**src/rtl/dac_update_arbiter.sv**
```systemverilog
// Round-robin arbiter that shares one DAC8411 serial writer among NUM_REQ code requesters.
// Optional macro DAC_SLEW_LIMIT_EN: clamps each update to cur_code +/- MAX_STEP and adds slew_clamped.
module dac_update_arbiter #(
  parameter int DAC_WIDTH      = 16,
  parameter int NUM_REQ        = 4,
  parameter int GAP_CYCLES     = 4,
  parameter int TIMEOUT_CYCLES = 64,
  parameter int MAX_STEP       = 256
) (
  input  logic                           clk,
  input  logic                           areset,
  input  logic [NUM_REQ-1:0]             req_valid,
  input  logic [NUM_REQ*DAC_WIDTH-1:0]   req_code,
  output logic [NUM_REQ-1:0]             req_ready,
  output logic [DAC_WIDTH-1:0]           dac_code,
  output logic                           dac_start,
  input  logic                           dac_done,
  output logic [DAC_WIDTH-1:0]           cur_code,
  output logic [2:0]                     grant_id,
  output logic                           busy,
  output logic                           timeout_err
`ifdef DAC_SLEW_LIMIT_EN
  ,
  output logic                           slew_clamped
`endif
);

  localparam int TCNT_W = $clog2(TIMEOUT_CYCLES + 1);
  localparam int GCNT_W = $clog2(GAP_CYCLES + 2);
  localparam logic [TCNT_W-1:0] TLOAD = TCNT_W'(TIMEOUT_CYCLES - 1);
  // GAP always lasts at least one cycle, so a zero gap still passes through GAP once.
  localparam logic [GCNT_W-1:0] GLOAD = GCNT_W'((GAP_CYCLES == 0) ? 0 : GAP_CYCLES - 1);

  typedef enum logic [1:0] {IDLE, LOAD, WAIT_DONE, GAP} state_t;

  state_t               r_state;
  logic [2:0]           r_ptr;
  logic [TCNT_W-1:0]    r_tcnt;
  logic [GCNT_W-1:0]    r_gcnt;

  logic                 w_any;
  logic [2:0]           w_win;
  logic [DAC_WIDTH-1:0] w_req;
  logic [DAC_WIDTH-1:0] w_cap;

  // Rotate the valid vector so the pointer sits at bit 0; the lowest set bit is the winner.
  function automatic logic [2:0] rr_pick(input logic [NUM_REQ-1:0] v, input logic [2:0] p);
    logic [2*NUM_REQ-1:0] dbl;
    logic [NUM_REQ-1:0]   rot;
    logic [3:0]           s;
    logic [2:0]           win;
    dbl = {v, v} >> p;
    rot = dbl[NUM_REQ-1:0];
    win = p;
    s   = 4'd0;
    for (int j = NUM_REQ - 1; j >= 0; j--) begin
      if (rot[j]) begin
        s = {1'b0, p} + 4'(j);
        if (s >= 4'(NUM_REQ)) s = s - 4'(NUM_REQ);
        win = s[2:0];
      end
    end
    return win;
  endfunction

`ifdef DAC_SLEW_LIMIT_EN
  localparam logic [DAC_WIDTH:0] STEP = (DAC_WIDTH+1)'(MAX_STEP);
  localparam logic [DAC_WIDTH:0] CMAX = {1'b0, {DAC_WIDTH{1'b1}}};

  // Bounds are formed one bit wider than the code so neither direction can wrap.
  function automatic logic [DAC_WIDTH-1:0] slew_clamp(input logic [DAC_WIDTH-1:0] tgt,
                                                      input logic [DAC_WIDTH-1:0] cur);
    logic [DAC_WIDTH:0] hi;
    logic [DAC_WIDTH:0] lo;
    hi = {1'b0, cur} + STEP;
    if (hi > CMAX) hi = CMAX;
    lo = ({1'b0, cur} >= STEP) ? ({1'b0, cur} - STEP) : '0;
    if ({1'b0, tgt} > hi) return hi[DAC_WIDTH-1:0];
    if ({1'b0, tgt} < lo) return lo[DAC_WIDTH-1:0];
    return tgt;
  endfunction
`endif

  always_comb begin
    w_any = |req_valid;
    w_win = rr_pick(req_valid, r_ptr);
    w_req = '0;
    for (int i = 0; i < NUM_REQ; i++) begin
      if (w_win == 3'(i)) w_req = req_code[i*DAC_WIDTH +: DAC_WIDTH];
    end
`ifdef DAC_SLEW_LIMIT_EN
    w_cap = slew_clamp(w_req, cur_code);
`else
    w_cap = w_req;
`endif
  end

  // Acceptance is combinational so the requester sees ready in the cycle it is picked.
  always_comb begin
    req_ready = '0;
    for (int i = 0; i < NUM_REQ; i++) begin
      req_ready[i] = (r_state == IDLE) && !areset && w_any && (w_win == 3'(i));
    end
  end

  always_ff @(posedge clk or posedge areset) begin
    if (areset) begin
      r_state     <= IDLE;
      r_ptr       <= '0;
      r_tcnt      <= '0;
      r_gcnt      <= '0;
      dac_code    <= '0;
      dac_start   <= 1'b0;
      cur_code    <= '0;
      grant_id    <= '0;
      busy        <= 1'b0;
      timeout_err <= 1'b0;
`ifdef DAC_SLEW_LIMIT_EN
      slew_clamped <= 1'b0;
`endif
    end else begin
      dac_start <= 1'b0;
`ifdef DAC_SLEW_LIMIT_EN
      slew_clamped <= 1'b0;
`endif
      case (r_state)
        IDLE: begin
          if (w_any) begin
            dac_code  <= w_cap;
            grant_id  <= w_win;
            r_ptr     <= (w_win == 3'(NUM_REQ - 1)) ? 3'd0 : w_win + 3'd1;
            dac_start <= 1'b1;
            busy      <= 1'b1;
            r_state   <= LOAD;
`ifdef DAC_SLEW_LIMIT_EN
            slew_clamped <= (w_cap != w_req);
`endif
          end
        end
        LOAD: begin
          r_tcnt  <= TLOAD;
          r_state <= WAIT_DONE;
        end
        WAIT_DONE: begin
          if (dac_done) begin
            cur_code <= dac_code;
            r_gcnt   <= GLOAD;
            r_state  <= GAP;
          end else if (r_tcnt == '0) begin
            timeout_err <= 1'b1;
            r_gcnt      <= GLOAD;
            r_state     <= GAP;
          end else begin
            r_tcnt <= r_tcnt - 1'b1;
          end
        end
        GAP: begin
          if (r_gcnt == '0) begin
            busy    <= 1'b0;
            r_state <= IDLE;
          end else begin
            r_gcnt <= r_gcnt - 1'b1;
          end
        end
        default: r_state <= IDLE;
      endcase
    end
  end

endmodule

```
**config.mk**
```make
export PLATFORM = sky130hd
export DESIGN_NAME = dac_update_arbiter
export DESIGN_NICKNAME = d
export VERILOG_FILES = /design/src/rtl/dac_update_arbiter.sv
export SDC_FILE = /design/constraint.sdc
export NUM_CORES = 1
export LEC_CHECK = 0
export ABC_CLOCK_PERIOD_IN_PS = 7800
export BUFFER_PORTS_ARGS = -buffer_cell sky130_fd_sc_hd__buf_2
export CAP_MARGIN = 20
export CELL_PAD_IN_SITES_DETAIL_PLACEMENT = 1
export CELL_PAD_IN_SITES_GLOBAL_PLACEMENT = 2
export CORE_UTILIZATION = 31
export DETAILED_ROUTE_END_ITERATION = 12
export HOLD_SLACK_MARGIN = 0.08
export PLACE_DENSITY = 0.94
export SETUP_SLACK_MARGIN = 0.3
export SYNTH_ARGS = -nofsm -noshare
export SYNTH_HDL_FRONTEND = slang
export SYNTH_SLANG_ARGS = --single-unit
```
**constraint.sdc**
```tcl
create_clock -name clk -period 7.8 [get_ports clk]
set_input_delay 1.56 -clock clk [delete_from_list [all_inputs] [get_ports clk]]
set_output_delay 1.56 -clock clk [all_outputs]
set_load 0.05 [all_outputs]
```
; ---- Yosys cells after proc, flatten, opt, wreduce, memory -nomap -nowiden
; Index checks and enable logic that the tools add are counted.
[totals]
regBits = 53
inputBits = 71
out_inout_bits = 42
word_cells = 90
[classes]
n_addsub = 10
n_lt_le_gt_ge = 4
n_eq_ne = 12
shift = 1
mux = 30
bitwise_logic = 1
reduce_logical = 22
[ops]
columns = cell, n
row1 = $mux 16, 4
row2 = $mux 3, 12
row3 = $reduce_and 3->1, 5
row4 = $mux 7, 2
row5 = $pmux 7 s2, 1
row6 = $ge 4x3->1 const B, 3
row7 = $sub 3x3->3 const B, 4
row8 = $ne 2x2->1 const B, 5
row9 = $add 3x2->4 const B, 2
row10 = $mux 2, 4
row11 = $pmux 2 s4, 1
row12 = $shr 8x3->4, 1
row13 = $logic_not 7->1, 1
row14 = $sub 7x1->7 const B, 1
row15 = $eq 3x2->1 const B, 2
row16 = $logic_and 1x1->1, 6
row17 = $logic_not 3->1, 2
row18 = $pmux 3 s2, 1
row19 = $reduce_bool 2->1, 3
row20 = $add 3x1->4 const B, 1
row21 = $eq 2x2->1 const B, 2
row22 = $mux 1, 4
row23 = $reduce_and 2->1, 2
row24 = $reduce_or 4->1, 1
row25 = other kinds (10), 10

; ---- Logic depth before layout (Yosys ltp)
[depth]
ltp_word = 12
mapped_depth = 14
ltp_nobuf = 11

; ---- Worst setup path after synthesis
; Ideal clock, no wire load.
[synth_timing]
path_kind = in2out
from = input port req_valid[1]
to = output port req_ready[3]
arrival_ps = 4851
required_time_ps = 6240
setup_slack_ps = 1389
cell_stages = 11
path_buffers = 3
cell_sequence = buf_6 nor4b_1 o41ai_2 nand3_2 xnor2_2 inv_1 ha_1 clkbuf_1 clkbuf_1 inv_1 nor4_1
[synth_between]
elab_chain_cells = 7
word_cells_on_any_way = 9
classes_between = eq/ne: 1 / shift: 1 / mux: 4 / reduce/logical: 3
[synth_lines]
columns = item, line
row1 = start: declaration, 12  ; input logic [NUM_REQ-1:0] req_valid,
row2 = $shr 8x3->4 *, 52  ; dbl = {v, v} >> p;
row3 = $mux 3 (3 in a row), 57  ; if (rot[j]) begin
row4 = $mux 3 *, 57
row5 = named net w_win[0], 42  ; logic [2:0] w_win;
row6 = $eq 3x2->1 *, 102  ; req_ready[i] = (r_state == IDLE) && !areset && w_any && (w_win == 3'(i));
row7 = $logic_and 1x1->1 *, 102
row8 = end: declaration, 14  ; output logic [NUM_REQ-1:0] req_ready,
; The timed path passes the listed nets; every way through them passes the cells marked *.

; ---- Worst setup path in the final report
[layout_timing]
from = input port req_valid[1]
to = output port req_ready[1]
[layout_between]
elab_chain_cells = 7
word_cells_on_any_way = 9
classes_between = eq/ne: 1 / shift: 1 / mux: 4 / reduce/logical: 3
[layout_lines]
columns = item, line
row1 = $shr 8x3->4, 52
row2 = $mux 3 (4 in a row), 57
row3 = $eq 3x1->1, 102
row4 = $logic_and 1x1->1 *, 102
; Every way passes the cells marked *; elsewhere a longest branch is shown, timed or not.

==> flow_metrics.tcl <==
set metrics [dict create \
    synth_common_cells "dfrtp_1, nand2_1, a21oi_1" \
    fillers 1208 \
    p_seq_frac 0.243 \
    timing.fmax_mhz 178.5 \
    die_area_sq_um 10860 \
    nNetsFinal 536 \
    synth_most_common_cell "dfrtp_1" \
    crit_chain "buf_2, or3b_1, a211oi_2, o21ai_1, a31oi_2, or2_1, ha_1, and2_1, buf_2" \
    clkPwrFrac 0.081 \
    power_mw 1.950 \
    ctsLongestPathBuffers 2 \
    finalHoldViolCount 0 \
    syn_nets 437 \
    postPlaceCellArea_sq_um 3852 \
    slew_violations 0 \
    hold_buffers 0 \
    slowest_stage "ha_1" \
    crit_top_cell "buf_2" \
    clk_latency_ns 0.30 \
    syn_avg_cell_area_sq_um 9.173 \
    path_max_fanout 30 \
    io_pins 113 \
    grt_overflow 0 \
    first_pass_iters 4 \
    num_antenna_cells 0 \
    p_sw_frac 0.5553 \
    cp_data_required_time_ns 6.24 \
    num_rows 36 \
    postCtsSetupBuffers 0 \
    ys_ff_latch 53 \
    critPathTopFamily "simple AND/OR/NAND/NOR gates" \
    dp.cells 577 \
    drtIter0Drc 125 \
    maxCapViolations 0 \
    grt_pass1_wl_um 15290 \
    clk_pin_slew_worst_paths_ns 0.09 \
    routed_wl_um 9170 \
    path_class "input port to output port" \
    h-tree-depth 2 \
    pwr-share-comb 0.676 \
    p_leak_nw 1.950 \
    min_period_ns 5.602 \
    drc 0 \
    layout_setup_ws_ns 2.198 \
    multiInputGateArea_sq_um 1664 \
    synth_edf_count 0 \
    vias 2867 \
    fin_setup_tns_ns 0 \
    cp-end-kind "output port" \
    synth_area_sq_um 3238 \
    cts_made_buffers 5 \
    cp_num_buf_inv 2 \
    ant_nets 0 \
    ff_latch_area_sq_um 1326 \
    grt_pass1_vias 2959 \
    fin_worst_skew_ns 0.002598 \
    gp_congestion 0.8344 \
    utilization 0.3977 \
    track_usage 0.1751 \
    post_cts_resize_count 0 \
    hold_ws_ns 0.4816 \
    die_x_um 104.2 \
    syn_inst 353 \
    synthFlopType "dfrtp_1" \
    io_buffer_count 112 \
    yosysTopAreaCell "dfrtp_1" \
    synth_top_area_share 0.4096 \
    antenna_found_initial 0 \
    ys_seq_area_frac 0.4096 \
    fp.coreArea_sq_um 9955 \
    start_kind "input port" \
    synth_area_leaders "dfrtp_1, mux2_2, a21oi_1, nand2_1, ha_1" \
    place_ws_ns 2.189 \
    fp.dieH_um 104.2 \
    setup_viol 0 \
    period_share 0.7181 \
    worstPathArrival_ns 4.04 \
    stdcell_count 586 \
    p_int_mw 0.8671 \
    synth_cell_types 53 \
    worst_slew_pin_slew_ns 0.9032 \
    max_stage_delay_ns 0.75 \
    ctsRootBufferMaster "clkbuf_8" \
    wl_per_cell_um 15.65 \
    design_area_sq_um 3959 \
    layout-drive-gt1-share 0.3400 \
    cts_tree "built" \
    slew-limit-headroom 0.3978 \
    powerDensity_nw_per_um2 492.5 \
    initial_core_util 0.3253 \
    status "finished clean" \
    yosysWarningCount 0 \
    ys_async_sr_fraction 1.000 \
    avgViaCountPerCell 4.892 \
    cts_sinks 53 \
    area_growth_pct 22.26 \
    p_switching_mw 1.083 \
    grt_max_degree 54 \
    dp_hpwl_um 7118 \
    ir_worst_vdd_mv 0.1819 \
    rsz0062_at_grt "false" \
    hold_class "flop to flop" \
]
-- routing by layer --
layer  GRT usage  part of all wire  up-vias
li1            -                 -     1437
met1      0.2355              0.48     1369
met2      0.2962              0.48       55
met3     0.02569             0.030        6
met4     0.03980            0.0088        0
met5           0                 0        -
-- cell families (layout without fill, tap and decap cells) --
logic type | Yosys count | after routing | synth area share
flops | 53 | 53 | 0.4096
fa+ha+maj | 13 | 13 | 0.05023
compound gates | 107 | 107 | 0.2164
buf+inv | 53 | 153 | 0.07650
mux | 20 | 20 | 0.06994
xor+xnor | 6 | 6 | 0.01855
simple gates | 101 | 101 | 0.1588
-- layout make-up --
class                   count  share of cell area
multi-input cells         247              0.4204
flip-flops and latches     53              0.3350
repair buffers            117              0.1542
well taps                 133             0.04204
inverters                  28             0.02655
clock buffers               6             0.01833
clock inverters             2            0.003477
-- registers in the layout, indices dropped and copies added (netlist names) --
name / cells
timeout_err: 1
dac_start: 1
cur_code: 16
busy: 1
r_tcnt: 7
r_ptr: 3
r_state: 2
grant_id: 3
dac_code: 16
r_gcnt: 3
-- power groups by stage --
| stage | Clock (mW) | Sequential (mW) | Combinational, mW |
|---|---|---|---|
| 2_1_floorplan | 0 | 0.721 | 0.759 |
| 3_3_place_gp | 0 | 0.474 | 1.28 |
| 3_5_place_dp | 0 | 0.481 | 1.33 |
| 4_1_cts | 0.161 | 0.475 | 1.33 |
| 5_1_grt | 0.170 | 0.489 | 1.46 |
| 6_report | 0.157 | 0.474 | 1.32 |
-- final timing paths --
kind	endpoint	start	slack, ns	depth (start not counted)
setup / recovery	req_ready[1]	req_valid[1]	2.20	9
hold / removal	r_gcnt[0]$_DFFE_PP0P_	r_gcnt[0]$_DFFE_PP0P_	0.48	1
setup reg to reg	dac_code[15]$_DFFE_PP0P_	r_ptr[0]$_DFFE_PP0P_	4.12	11
hold reg to reg	r_gcnt[0]$_DFFE_PP0P_	r_gcnt[0]$_DFFE_PP0P_	0.48	1
max in group asynchronous	r_gcnt[2]$_DFFE_PP0P_	areset	6.05	3
min in group asynchronous	dac_code[13]$_DFFE_PP0P_	areset	1.24	2
-- cells in the final DEF (no fill, tap or decap), drive strengths merged, types with 12 or more instances in the layout --
cell type,count
buf,117
dfrtp,53
nand2,44
a21oi,35
inv,29
o21ai,23
mux2,18
o31ai,17
a22oi,13
ha,13
nor2,12
Note: power is estimated with default switching activity, not from simulation.
